--- config.mk ---
export PLATFORM = sky130hd
export DESIGN_NAME = xgmii_rx_monitor_flat
export DESIGN_NICKNAME = d
export VERILOG_FILES = /design/src/rtl/xgmii_rx_monitor_if.sv /design/src/rtl/xgmii_rx_monitor.sv /design/src/flat_wrapper.sv
export SDC_FILE = /design/constraint.sdc
export NUM_CORES = 1
export LEC_CHECK = 0
export ABC_AREA = 1
export CAP_MARGIN = 20
export CORE_MARGIN = 2
export CORE_UTILIZATION = 45
export DETAILED_ROUTE_END_ITERATION = 7
export MAX_ROUTING_LAYER = met4
export PLACE_DENSITY = 0.74
export REMOVE_ABC_BUFFERS = 1
export SYNTH_ARGS = -nofsm -noshare
export SYNTH_HDL_FRONTEND = slang
export SYNTH_SLANG_ARGS = --single-unit
--- constraint.sdc ---
create_clock -name clk156 -period 5.74 [get_ports clk156]
set_clock_uncertainty 0.1 [all_clocks]
set_input_delay 0.861 -clock clk156 [delete_from_list [all_inputs] [get_ports clk156]]
set_output_delay 0.861 -clock clk156 [all_outputs]
set_load 0.005 [all_outputs]
--- src/rtl/xgmii_rx_monitor_if.sv ---
// XGMII receive bus: 64-bit data plus one control bit per byte lane.
// The PHY side drives it through the master modport, the monitor listens on slave.
interface xgmii_rx_monitor_if;
    logic [63:0] xgmii_rxd;
    logic [7:0]  xgmii_rxc;

    modport master (output xgmii_rxd, output xgmii_rxc);
    modport slave  (input  xgmii_rxd, input  xgmii_rxc);
endinterface

--- src/rtl/xgmii_rx_monitor.sv ---
// XGMII RX frame monitor: tracks start/terminate framing, classifies frame length, counts good/bad frames.
// Define XGMII_RX_MONITOR_STATS_EN to build the byte_cnt / last_len statistics logic.
module xgmii_rx_monitor #(
    parameter int MIN_LEN = 64,
    parameter int MAX_LEN = 1518
) (
    input  logic                  clk156,
    input  logic                  sys_rst,
    xgmii_rx_monitor_if.slave     xgmii,
    input  logic                  clr,
    output logic                  in_frame,
    output logic                  frame_done,
    output logic                  frame_ok,
    output logic [31:0]           good_cnt,
    output logic [31:0]           bad_cnt,
    output logic [47:0]           byte_cnt,
    output logic [15:0]           last_len
);

    localparam logic [0:0] ST_IDLE  = 1'b0;
    localparam logic [0:0] ST_FRAME = 1'b1;

    localparam logic [15:0] MIN_L = 16'(MIN_LEN);
    localparam logic [15:0] MAX_L = 16'(MAX_LEN);

    logic [63:0] rxd_q;
    logic [7:0]  rxc_q;
    logic [0:0]  state_q, state_d;
    logic [15:0] len_q, len_d;
    logic        frame_done_q, frame_done_d;
    logic        frame_ok_q, frame_ok_d;
    logic [31:0] good_cnt_q, good_cnt_d;
    logic [31:0] bad_cnt_q, bad_cnt_d;

    logic        is_start;
    logic [2:0]  lane_idx;
    logic [7:0]  lane_byte;
    logic [16:0] sum_data, sum_term;
    logic [15:0] len_plus8, len_term;
    logic        end_evt;
    logic        end_fd;
    logic        end_good;
    logic [15:0] end_len;

    always_ff @(posedge clk156 or posedge sys_rst) begin
        if (sys_rst) begin
            rxd_q <= 64'h0707070707070707;
            rxc_q <= 8'hFF;
        end else begin
            rxd_q <= xgmii.xgmii_rxd;
            rxc_q <= xgmii.xgmii_rxc;
        end
    end

    assign is_start = (rxc_q == 8'h01) && (rxd_q[7:0] == 8'hFB);

    // The lowest flagged lane decides how the frame ends.
    always_comb begin
        lane_idx = 3'd0;
        for (int i = 7; i >= 0; i--) begin
            if (rxc_q[i]) lane_idx = 3'(i);
        end
    end

    assign lane_byte = rxd_q[{lane_idx, 3'b000} +: 8];

    assign sum_data  = {1'b0, len_q} + 17'd8;
    assign sum_term  = {1'b0, len_q} + {14'd0, lane_idx};
    assign len_plus8 = sum_data[16] ? 16'hFFFF : sum_data[15:0];
    assign len_term  = sum_term[16] ? 16'hFFFF : sum_term[15:0];

    always_comb begin
        state_d = state_q;
        len_d   = len_q;
        end_evt = 1'b0;
        end_fd  = 1'b0;
        end_len = len_q;
        case (state_q)
            ST_IDLE: begin
                if (is_start) begin
                    state_d = ST_FRAME;
                    len_d   = 16'd0;
                end
            end
            default: begin
                if (is_start) begin
                    // A new start aborts the current frame and opens the next one.
                    end_evt = 1'b1;
                    len_d   = 16'd0;
                end else if (rxc_q == 8'h00) begin
                    len_d = len_plus8;
                end else begin
                    end_evt = 1'b1;
                    state_d = ST_IDLE;
                    len_d   = 16'd0;
                    if (lane_byte == 8'hFD) begin
                        end_fd  = 1'b1;
                        end_len = len_term;
                    end
                end
            end
        endcase
    end

    assign end_good = end_fd && (end_len >= MIN_L) && (end_len <= MAX_L);

    always_comb begin
        frame_done_d = end_evt;
        frame_ok_d   = end_evt ? end_good : frame_ok_q;
        good_cnt_d   = good_cnt_q + 32'(end_evt && end_good);
        bad_cnt_d    = bad_cnt_q + 32'(end_evt && !end_good);
        if (clr) begin
            good_cnt_d = 32'd0;
            bad_cnt_d  = 32'd0;
        end
    end

    always_ff @(posedge clk156 or posedge sys_rst) begin
        if (sys_rst) begin
            state_q      <= ST_IDLE;
            len_q        <= 16'd0;
            frame_done_q <= 1'b0;
            frame_ok_q   <= 1'b0;
            good_cnt_q   <= 32'd0;
            bad_cnt_q    <= 32'd0;
        end else begin
            state_q      <= state_d;
            len_q        <= len_d;
            frame_done_q <= frame_done_d;
            frame_ok_q   <= frame_ok_d;
            good_cnt_q   <= good_cnt_d;
            bad_cnt_q    <= bad_cnt_d;
        end
    end

`ifdef XGMII_RX_MONITOR_STATS_EN
    logic [47:0] byte_cnt_q, byte_cnt_d;
    logic [15:0] last_len_q, last_len_d;

    always_comb begin
        last_len_d = end_evt ? end_len : last_len_q;
        byte_cnt_d = byte_cnt_q + ((end_evt && end_good) ? {32'd0, end_len} : 48'd0);
        if (clr) byte_cnt_d = 48'd0;
    end

    always_ff @(posedge clk156 or posedge sys_rst) begin
        if (sys_rst) begin
            byte_cnt_q <= 48'd0;
            last_len_q <= 16'd0;
        end else begin
            byte_cnt_q <= byte_cnt_d;
            last_len_q <= last_len_d;
        end
    end

    assign byte_cnt = byte_cnt_q;
    assign last_len = last_len_q;
`else
    assign byte_cnt = 48'd0;
    assign last_len = 16'd0;
`endif

    assign in_frame   = (state_q == ST_FRAME);
    assign frame_done = frame_done_q;
    assign frame_ok   = frame_ok_q;
    assign good_cnt   = good_cnt_q;
    assign bad_cnt    = bad_cnt_q;

endmodule

--- src/flat_wrapper.sv ---
// flat-port wrapper written by rule: the top's interface ports become plain ports
module xgmii_rx_monitor_flat 
#(
    parameter int MIN_LEN = 64,
    parameter int MAX_LEN = 1518
)
  (clk156, sys_rst, clr, in_frame, frame_done, frame_ok, good_cnt, bad_cnt, byte_cnt, last_len, xgmii_xgmii_rxd, xgmii_xgmii_rxc);
  xgmii_rx_monitor_if xgmii_i ();
  input  logic clk156;
  input  logic sys_rst;
  input  logic clr;
  output logic in_frame;
  output logic frame_done;
  output logic frame_ok;
  output logic [31:0] good_cnt;
  output logic [31:0] bad_cnt;
  output logic [47:0] byte_cnt;
  output logic [15:0] last_len;
  input wire logic [$bits(xgmii_i.xgmii_rxd)-1:0] xgmii_xgmii_rxd;
  input wire logic [$bits(xgmii_i.xgmii_rxc)-1:0] xgmii_xgmii_rxc;
  assign xgmii_i.xgmii_rxd = xgmii_xgmii_rxd;
  assign xgmii_i.xgmii_rxc = xgmii_xgmii_rxc;
  xgmii_rx_monitor #(.MIN_LEN(MIN_LEN), .MAX_LEN(MAX_LEN)) u_core (.clk156(clk156), .sys_rst(sys_rst), .xgmii(xgmii_i), .clr(clr), .in_frame(in_frame), .frame_done(frame_done), .frame_ok(frame_ok), .good_cnt(good_cnt), .bad_cnt(bad_cnt), .byte_cnt(byte_cnt), .last_len(last_len));
endmodule
# Word level (Yosys, flattened, before mapping)
# Cells that the tools add are included.
# op_classes
mul	0
reduce_logical	8
n_mux	31
n_addsub	4
n_eq_ne	3
div	0
bitwise	0
n_lt_le_gt_ge	2
shift	1
# ops
op	count
$mux 16	10
$add 32x1->32	2
$mux 32	2
$shiftx 64x7->8	1
$mux 3	8
$add 16x3->17	1
$add 16x4->17 const B	1
$eq 8x8->1 const B	2
$ge 16x7->1 const B	1
$le 16x11->1 const B	1
$mux 1	11
$eq 8x1->1 const B	1
$logic_not 8->1	1
$logic_and 1x1->1	5
$reduce_bool 2->1	1
$logic_not 1->1	1
# word_totals
latchBits	0
rom_bits	0
in_bits	75
ramBits	0
ff_bits	155
mem_count	0

# Logic depth before layout (Yosys ltp)
# logic_depth
word_depth	21
depth_mapped	46
mapped_depth_nobuf	46

# Worst setup path after synthesis
# Ideal clock, no wire load.
# synth_timing
path_type	flip-flop to flip-flop
start	reg u_core.rxc_q[5]
end	reg u_core.bad_cnt_q[31], in the netlist u_core.bad_cnt[31]
path_stages_with_launch	46
n_path_buf	0
arrival_time_ps	4580
setup_slack_ps	982
cell_sequence	dfstp_2 > inv_1 > nand2_1 > nand2_1 > nand2_1 > nand2_1 > a21oi_1 > ha_1 > inv_1 > fa_1 > inv_1 > nand2_1 > nand2_1 > inv_1 > nor2_1 > inv_1 > o21ai_0 > nand3_1 > (+10 left out) > nand2_2 > nor2_4 > inv_2 > nor2_4 > nand2_2 > nor2_4 > nand2_2 > nor2_4 > nand2_2 > nor2_4 > nand2_2 > nor2_4 > nand2_4 > nor2_8 > nand4_1 > clkinv_1 > o21ai_1 > a21oi_1
# synth_between
elab_chain_len	19
# synth_lines
element	line_no	rtl
from (decl)	xgmii_rx_monitor.sv:27	logic [7:0] rxc_q;
from (signal assigned)	xgmii_rx_monitor.sv:51	rxc_q <= xgmii.xgmii_rxc;
$mux 3 (6 in series)	xgmii_rx_monitor.sv:61	if (rxc_q[i]) lane_idx = 3'(i);
$shiftx 64x7->8 or $add 16x3->17 (tied branches)	xgmii_rx_monitor.sv:65, xgmii_rx_monitor.sv:68	
$eq 8x8->1 or $mux 16 (tied branches)	xgmii_rx_monitor.sv:96, xgmii_rx_monitor.sv:70	
$mux 16	xgmii_rx_monitor.sv:96	if (lane_byte == 8'hFD) begin
$mux 16	xgmii_rx_monitor.sv:90	end else if (rxc_q == 8'h00) begin
$mux 16	xgmii_rx_monitor.sv:86	if (is_start) begin
$mux 16	xgmii_rx_monitor.sv:78	case (state_q)
$ge 16x7->1	xgmii_rx_monitor.sv:105	assign end_good = end_fd && (end_len >= MIN_L) && (end_len <= MAX_L);
$logic_and 1x1->1 (2 in series)	xgmii_rx_monitor.sv:105	
$logic_not 1->1	xgmii_rx_monitor.sv:111	bad_cnt_d = bad_cnt_q + 32'(end_evt && !end_good);
$logic_and 1x1->1 (*)	xgmii_rx_monitor.sv:111	
$add 32x1->32 (*)	xgmii_rx_monitor.sv:111	
$mux 32 (*)	xgmii_rx_monitor.sv:112	if (clr) begin
via u_core.bad_cnt_d[31]	xgmii_rx_monitor.sv:33	logic [31:0] bad_cnt_q, bad_cnt_d;
to (signal assigned)	xgmii_rx_monitor.sv:132	bad_cnt_q <= bad_cnt_d;
to (decl)	xgmii_rx_monitor.sv:33	
# Mark *: on every way through the listed nets, which the timed path passes. The rest lies on a longest branch.
# A chain may end at the register's enable or synchronous reset.

# Worst setup path in the final report
# Same ends and word-level chain as after synthesis.

==> reports/results.tsv <==
metric	value	unit
Leak	4.20	nW
standard-cell row count	46	
EDFF count, synth	0	
Gate power share	5.3	%
fraction of registers with async set or reset after synthesis	100	%
buffer type at the clock tree root	sky130_fd_sc_hd__clkbuf_16	
vias in the first global route	5549	
Nets	1073	
Top cell by count, worst path	sky130_fd_sc_hd__nand2_1	
net switching power	544	uW
post-detailed-route via-to-cell ratio	4.75	
mean cell area of the mapped netlist	8.86	um2
data arrival at the endpoint of the critical path	5.44	ns
global-route congestion overflow total	0	
final wirelength	16.8	mm
origin of the critical flop-to-flop path	u_core.rxc_q[5]$_DFF_PP1_	
via count	5780	
measured slew at the worst slew-check pin	0.784	ns
result of the run	finished clean	
Core Region	15900	um2
FF-to-FF End	u_core.bad_cnt[31]$_DFF_PP0_	
post-route clock period utilization	90.3	%
final period demand of the worst path	5.19	ns
delay contributed by the slowest stage of the critical path	0.53	ns
kind of end point of the critical path	flip-flop	
cell-internal power	1.75	mW
antenna violations before repair	0	
number of buffers added for setup after CTS	0	
post-layout instance area	9420	um2
horizontal die dimension	132	um
portion of the post-synthesis area used by sequential elements	52.4	%
worst relative slew slack	47.3	%
number of slew-limit violations in the final report	0	
largest vdd supply drop	218	uV
Critical Path RT	5.99	ns
RSZ-0062 raised after global routing	no	
worst setup path start	u_core.rxc_q[5]$_DFF_PP1_	
Pre-Repair DR Iteration Count	5	
H-Tree Depth	4	
clock slew at the register clock pins of the worst setup and hold paths	0.06	ns
warnings from Yosys	0	
post-synthesis cell type count	42	
most frequent cell after synthesis	sky130_fd_sc_hd__nand2_1	
clock buffer count from CTS	17	
area share of the largest cell type after synthesis	41.0	%
largest buffer count on any clock path	2	
Synth Flop Type	sky130_fd_sc_hd__dfrtp_1	
die height	132	um
Inst Count DP	1185	
leading cell types by count after synthesis	136 x sky130_fd_sc_hd__nand2_1, 121 x sky130_fd_sc_hd__dfrtp_1, 100 x sky130_fd_sc_hd__inv_1	
Register-to-Register Setup Slack	0.55	ns
worst hold slack	0.375	ns
total setup violations reported at the end of the flow	0	
TritonCTS clock tree	done	
effective utilization at floorplan	46.3	%
routed length per instance	13.8	um
Net Sw Frac	23.7	%
clk_lat worst skew	0.42	ns
Tot GR Track Use	20.2	%
crit path max fanout	8	
HPWL after detailed placement	12.0	mm
DRC violation count after routing	0	
Synth Register Bits	153	
maximum operating frequency	0.193	GHz
share of total power in sequential cells	48.9	%
critical path startpoint category	flip-flop	
Critical path destination	u_core.bad_cnt[31]$_DFF_PP0_	
signed area change from the synthesized netlist to the final layout	27.4	%
cell depth of the worst flop-to-flop path	45	
post-synthesis instance area	7390	um2
CP max stage cell	sky130_fd_sc_hd__dfstp_2	
overall power consumption	2.29	mW
utilization after layout	59.1	%
first-pass GRT wire length	27.4	mm
most area-consuming cells after synthesis	sky130_fd_sc_hd__dfrtp_1 41%, sky130_fd_sc_hd__dfstp_2 11%, sky130_fd_sc_hd__nand2_1 6.9%	
number of top-level design ports	206	
final hold viol count	0	
number of diodes	0	
final worst slack	0.554	ns
final total negative setup slack	0	ns
number of clock sinks seen by CTS	153	
number of max-cap violations	0	
maximum number of pins on one net before global-route repair	113	
fraction of final layout cells sized beyond drive strength 1	13.3	%
proportion of power drawn by the clock network	45.8	%
filler cell count in the final layout	1432	
power per cell area	243	nW/um2
cell type with the largest total area after synthesis	sky130_fd_sc_hd__dfrtp_1	
worst hold path class	flip-flop to flip-flop	
category of the critical setup timing path	flip-flop to flip-flop	
routability-driven placement congestion ratio	0.896	
Finished Layout Cells	1218	
number of antenna-violating nets in the routed design	0	
number of buffers inserted by port buffering	141	
area enclosed by the die boundary	17500	um2
pre-CTS setup slack	0.281	ns
Iteration-0 DRC Markers	330	
Area after DPL	8820	um2
gate count of the mapped netlist	834	
routing by layer:
layer,vias to the layer above,part of all wire [%],global-route usage (%)
li1,2867,-,-
met2,211,48,32.6
met1,2683,43,24.7
met3,19,7.8,5.50
met4,0,1.3,6.70
met5,-,0,-
how the worst min path moves through the flow:
stage,start,end,slack (ns),cells after the start
floorplan,u_core.bad_cnt[31]$_DFF_PP0_,u_core.bad_cnt[31]$_DFF_PP0_,0.36,1
global placement,u_core.bad_cnt[31]$_DFF_PP0_,u_core.bad_cnt[31]$_DFF_PP0_,0.37,1
detailed placement,u_core.bad_cnt[31]$_DFF_PP0_,u_core.bad_cnt[31]$_DFF_PP0_,0.36,1
CTS,u_core.bad_cnt[31]$_DFF_PP0_,u_core.bad_cnt[31]$_DFF_PP0_,0.38,1
global route,u_core.bad_cnt[31]$_DFF_PP0_,u_core.bad_cnt[31]$_DFF_PP0_,0.41,1
finish,u_core.bad_cnt[31]$_DFF_PP0_,u_core.bad_cnt[31]$_DFF_PP0_,0.37,1
worst max-delay path, delay by kind of cell (launching register included):
kind | cells | cell delay [ns]
buffers and inverters | 8 | 0.56
and+or+nand+nor | 30 | 2.75
AOI/OAI and AO/OA | 4 | 0.43
DFF | 1 | 0.53
adders and majority gates | 3 | 0.74
kinds of logic after synthesis:
family | count (synthesis) | share of synthesized area (%)
simple gates | 363 | 23.6
compound gates | 102 | 7.71
xor+xnor | 12 | 1.42
flops | 153 | 52.4
other cells | 1 | 0.0508
fa+ha+maj | 9 | 1.63
buf+inv | 194 | 13.2
state kept, by name, indices dropped and copies added (netlist names):
register,flops
u_core.in_frame,1
u_core.frame_ok,1
u_core.bad_cnt,32
u_core.rxd_q,64
u_core.frame_done,1
u_core.good_cnt,32
u_core.rxc_q,8
u_core.len_q,14
power by group through the flow:
| stage | Clock, mW | Combinational (mW) | Sequential (mW) |
|---|---|---|---|
| global route | 1.13 | 0.137 | 1.12 |
| detailed placement | 0 | 0.120 | 1.14 |
| global placement | 0 | 0.118 | 1.14 |
| finish | 1.05 | 0.121 | 1.12 |
| floorplan | 0 | 0.0504 | 1.14 |
| CTS | 1.08 | 0.120 | 1.12 |
cell type report:
cell class	count	area [um2]	area share, %
Clock buffer	19	443	4.70
Timing Repair Buffer	145	1460	15.5
Multi-Input combinational cell	550	2790	29.7
Sequential cell	153	3870	41.1
Tap cell	216	270	2.87
Inverter	122	463	4.92
Clock inverter	13	115	1.22
cells in the final DEF (no fill, tap or decap), drive strengths merged, types with 2 or more instances in the layout:
cell           count
nand3             37
dfrtp            121
o211ai             2
o22ai              2
nor2             105
nor3              49
o31ai              2
nor4               5
o221ai             3
o21ai             42
clkdlybuf4s50    141
conb              64
nand2            148
nand4             16
dfstp             32
inv              123
o221a              2
clkbuf            19
xnor2              2
o21a               2
clkinvlp           3
buf                4
a21oi             43
clkinv             9
ha                 8
xor2              10
what timing repair did:
action | 4_1_cts | 5_1_grt
hold buffers | 0 | 0
gates resized for setup | 0 | 5
setup endpoints to repair | 0 | 8
(Power assumes the default switching activity.)
